--- src/rtl/scc_cycle_counter.sv ---
// Saturating enabled counter with terminal-count flag.
// Ports: clk, rst (async low), clr, inc, limit -> count, tc.
module scc_cycle_counter #(
  parameter int W = 32
) (
  input  logic         clk,
  input  logic         rst,
  input  logic         clr,
  input  logic         inc,
  input  logic [W-1:0] limit,
  output logic [W-1:0] count,
  output logic         tc
);

  assign tc = (count == limit);

  always_ff @(posedge clk or negedge rst) begin
    if (!rst)
      count <= '0;
    else if (clr)
      count <= '0;
    else if (inc && (count != '1))
      count <= count + W'(1);
  end

endmodule

--- config.mk ---
export PLATFORM = sky130hd
export DESIGN_NAME = scc_cycle_counter
export DESIGN_NICKNAME = d
export VERILOG_FILES = /design/src/rtl/scc_cycle_counter.sv
export SDC_FILE = /design/constraint.sdc
export NUM_CORES = 1
export LEC_CHECK = 0
export BUFFER_PORTS_ARGS = -buffer_cell sky130_fd_sc_hd__buf_4
export CAP_MARGIN = 20
export CORE_MARGIN = 1
export CORE_UTILIZATION = 51
export CTS_CLUSTER_DIAMETER = 80
export DETAILED_ROUTE_END_ITERATION = 8
export GPL_TIMING_DRIVEN = 1
export PLACE_DENSITY = 0.91
export SLEW_MARGIN = 25
export SYNTH_ARGS = -nofsm -noshare
export SYNTH_HDL_FRONTEND = slang
export SYNTH_SLANG_ARGS = --single-unit
--- constraint.sdc ---
create_clock -name clk -period 2.7 [get_ports clk]
set_clock_uncertainty 0.15 [all_clocks]
set_input_delay 0.81 -clock clk [delete_from_list [all_inputs] [get_ports clk]]
set_output_delay 0.81 -clock clk [all_outputs]
set_load 0.02 [all_outputs]
# Word-level counts from Yosys, hierarchy flattened
# Index checks and enable logic that the tools add are counted.
# classes
add_sub_neg,1
eq_ne,2
mux,2
reduce_logical,2
# op_table
op,count
$mux W32,2
$add A32 B1 Y32 const B,1
$eq A32 B32 Y1,1
$ne A32 B32 Y1 const B,1
$reduce_bool A2 Y1,1
$logic_and A1 B1 Y1,1
# totals
reg_bits,32
in_bits,36
output_inout_bits,33
elab_cells,8

# Logic depth before layout (Yosys ltp)
# logic_depth
word_depth,4
ltp_mapped,9
ltp_nobuf,6

# Worst setup path after synthesis
# Ideal clock, no wire load.
# synth_path
path_type,in2out
startpoint,input limit[14]
endpoint,output tc
arrival_time_ns,1.624
required_time_ns,1.740
path_slack_ns,0.116
stages,4
path_buffers,0
path_cell_list,xor2_1 > nor4_1 > nand4_1 > nor2_1
# synth_via
elab_chain_cells,1
# synth_lines
item,line_no,text
start: declaration,10,"input logic [W-1:0] limit,"
$eq A32 B32 Y1,15,assign tc = (count == limit);
end: declaration,12,output logic tc
# No other way between the ends.

# Final worst setup path
# layout_path
startpoint,input limit[13]
endpoint,output tc
# The elaborated chain is that of the path after synthesis.

==> results.sh <==
export IMPL_status="finished, violations left"
export IMPL_violations="negative setup slack"
export IMPL_regMostFlops="count"
export IMPL_crit_top_cell="buf_4"
export IMPL_top_usage_layer="met2"
export IMPL_synth_distinct_cells=35
export IMPL_cp_cell_sequence="buf_4 > xor2_1 > nor4_4 > nand4_1 > nor2_1 > buf_4"
export IMPL_portBuffers=68
export IMPL_p_leak_uw=0.001337
export IMPL_finalNonFillerCells=370
export IMPL_async_flop_share_pct=100.0
export IMPL_cpPeakStageDelay_ps=370
export IMPL_grt_overflow=0
export IMPL_path_clk_slew_ps=80
export IMPL_fin_ws_ps=-149.1
export IMPL_min_path_type="input pin to async pin"
export IMPL_critPathKind="input pin to output port"
export IMPL_synth_top_area_share_pct=36.63
export IMPL_syn_area_per_cell_um2=8.922
export IMPL_power_switching_uw=281.3
export IMPL_p_clk_share_pct=43.6
export IMPL_avgViaCountPerCell=6.370
export IMPL_synthTopCellsByArea="dfrtp_1 (37%), xor2_1 (15%), nor4_1 (4.3%), a21oi_1 (3.9%), nand3_1 (3.7%)"
export IMPL_p_comb_share_pct=11.8
export IMPL_finalCritPeriodShare_pct=105.5
export IMPL_drt_total_wl_um=7027
export IMPL_yosysMostFrequentCell="xor2_1"
export IMPL_insertion_delay_ps=300
export IMPL_dr_first_iter_drc_count=349
export IMPL_place_congestion=0.8937
export IMPL_dieArea_mm2=0.004552
export IMPL_yosys_warnings=0
export IMPL_worstMarginPinSlew_ps=713.3
export IMPL_ys_seq_elements=32
export IMPL_drive_gt1_share_pct=32.50
export IMPL_clockBufferDepth=2
export IMPL_ir_worst_vdd_uv=266.4
export IMPL_htree_levels=2
export IMPL_largest_reg_flops=32
export IMPL_nets=356
export IMPL_maxCapViolations=0
export IMPL_internal_power_uw=815.9
export IMPL_synth_edf_count=0
export IMPL_finalHoldViolCount=0
export IMPL_grt_antenna_before_repair=0
export IMPL_met1_usage_pct=38.16
export IMPL_drv_slew=0
export IMPL_cts_tree="yes"
export IMPL_cts_sinks=32
export IMPL_grtUsageMet2_pct=50.74
export IMPL_yosysSeqAreaShare_pct=36.63
export IMPL_grt_util_all_layers_pct=31.51
export IMPL_synthTopCellsByCount="xor2_1 (37), dfrtp_1 (32), nor2_1 (20)"
export IMPL_ys_flop_type="dfrtp_1"
export IMPL_cp_top_family="simple AND/OR/NAND/NOR gates"
export IMPL_synth_largest_area_cell="dfrtp_1"
export IMPL_numCtsBuffers=5
export IMPL_ios=69
export IMPL_startpoint_type="input pin"
export IMPL_mappedNetlistNets=282
export IMPL_row_count=23
export IMPL_hold_ws_ps=287.3
export IMPL_coreArea_mm2=0.004058
export IMPL_die_w_um=67.47
export IMPL_setup_violations=1
export IMPL_cp_end_kind="output port"
export IMPL_start_util_pct=53.87
export IMPL_remaining_drc_errors=0
export IMPL_dpl_hpwl_um=4727
export IMPL_p_seq_share_pct=44.6
export IMPL_holdBufCountCts=0
export IMPL_rsz0062_at_grt="yes"
export IMPL_finalCriticalPeriod_ps=2849
export IMPL_cp_slowest_cell="nor4_4"
export IMPL_met3_usage_pct=6.419
export IMPL_reg_top3="count (32)"
export IMPL_clockRootBuffer="clkbuf_8"
export IMPL_die_h_um=67.47
export IMPL_required_ps=1740
export IMPL_diodes=0
export IMPL_num_vias=2357
export IMPL_grt_pass1_wl_um=10340
export IMPL_drtPass1Iterations=5
export IMPL_wl_per_cell_um=18.99
export IMPL_dp_cells=362
export IMPL_fmax_ghz=0.3510
export IMPL_slew_headroom_pct=52.08
export IMPL_grt_pass1_vias=2174
export IMPL_area_growth_pct=36.06
export IMPL_cellPowerDensity_mw_per_mm2=368.9
export IMPL_critPathMaxFanout=1
export IMPL_critPathBufInv=2
export IMPL_grt_max_degree=35
export IMPL_cp_data_arrival_time_ps=1890
export IMPL_synth_area_mm2=0.002186
export IMPL_ant_nets=0
export IMPL_p_sw_share_pct=25.64
export IMPL_synthCells=245
-- path summary, 6_finish.rpt --
path	start	slack, ps	end	depth (start not counted)
setup / recovery	limit[13]	-150	tc	6
hold / removal	rst	290	count[20]$_DFFE_PN0P_	1
setup reg to reg	count[2]$_DFFE_PN0P_	80	count[1]$_DFFE_PN0P_	7
hold reg to reg	count[29]$_DFFE_PN0P_	480	count[29]$_DFFE_PN0P_	2
max in group asynchronous	rst	1810	count[4]$_DFFE_PN0P_	1
min in group clk	count[29]$_DFFE_PN0P_	480	count[29]$_DFFE_PN0P_	2
-- metal layers --
metal	up-vias	share of wire [%]
li1	1045	-
met1	1127	36
met2	155	52
met3	30	8.3
met4	0	3.9
met5	-	0
-- cells by family after synthesis --
logic type      after synthesis  share of synthesized area, %
buf+inv                      18                         4.464
xor+xnor                     44                         17.63
compound gates               41                         11.96
simple gates                106                         27.08
fa+ha+maj                     1                        0.5723
mux                           3                         1.660
flops                        32                         36.63
-- repair_timing --
action / CTS / global route
resized for setup: 9 / 6
pin swaps: 5 / 2
setup buffers: 0 / 0
setup endpoints to repair: 1 / 6
-- stage by stage --
stage               util (%)  cell area (µm²)  setup slack [ps]  power (µW)  setup TNS (ps)
detailed placement     68.27             2770            -242.9       615.5          -242.9
CTS                    72.40             2938            -86.96        1091          -86.96
floorplan                  -             2186             115.9       547.0               0
finish                 73.30             2974            -149.1        1097          -149.1
global route           73.30             2974            -193.1        1132          -235.9
global placement       68.27             2770            -234.2       612.9          -234.2
-- final cells by class --
cell class | count | area (µm²)
Fill cell | 276 | 1084
Tap cell | 50 | 62.56
Timing Repair Buffer | 80 | 611.8
Sequential cell | 32 | 800.8
Clock buffer | 5 | 68.82
Inverter | 5 | 18.77
Clock inverter | 3 | 42.54
Multi-Input combinational cell | 195 | 1369
-- power by group through the flow --
stage	clock network [µW]	logic, µW	registers (µW)
4_1_cts	478	124	489
6_report	479	129	489
3_3_place_gp	0	115	498
5_1_grt	505	138	489
2_1_floorplan	0	48.0	499
3_5_place_dp	0	117	498
-- placed cells by master (no fill, tap or decap), types with 2 or more instances in the layout --
cell and instances:
clkbuf_8 5, nand2_1 10, nor4_4 2, and4_1 2, o21ai_0 10, inv_1 5
nor2_1 20, or4_1 7, dfrtp_1 32, nor4_2 4, nor4_1 9, and3_1 7
nor3_1 5, o2111ai_1 4, buf_4 77, o31ai_1 6, or3_1 11, o41ai_1 2
nand3_1 16, xor2_2 3, a21oi_1 17, xor2_1 34, nor2b_1 2, nand4_1 6
xnor2_1 7, buf_6 3
Note: power is estimated with default switching activity, not from simulation.
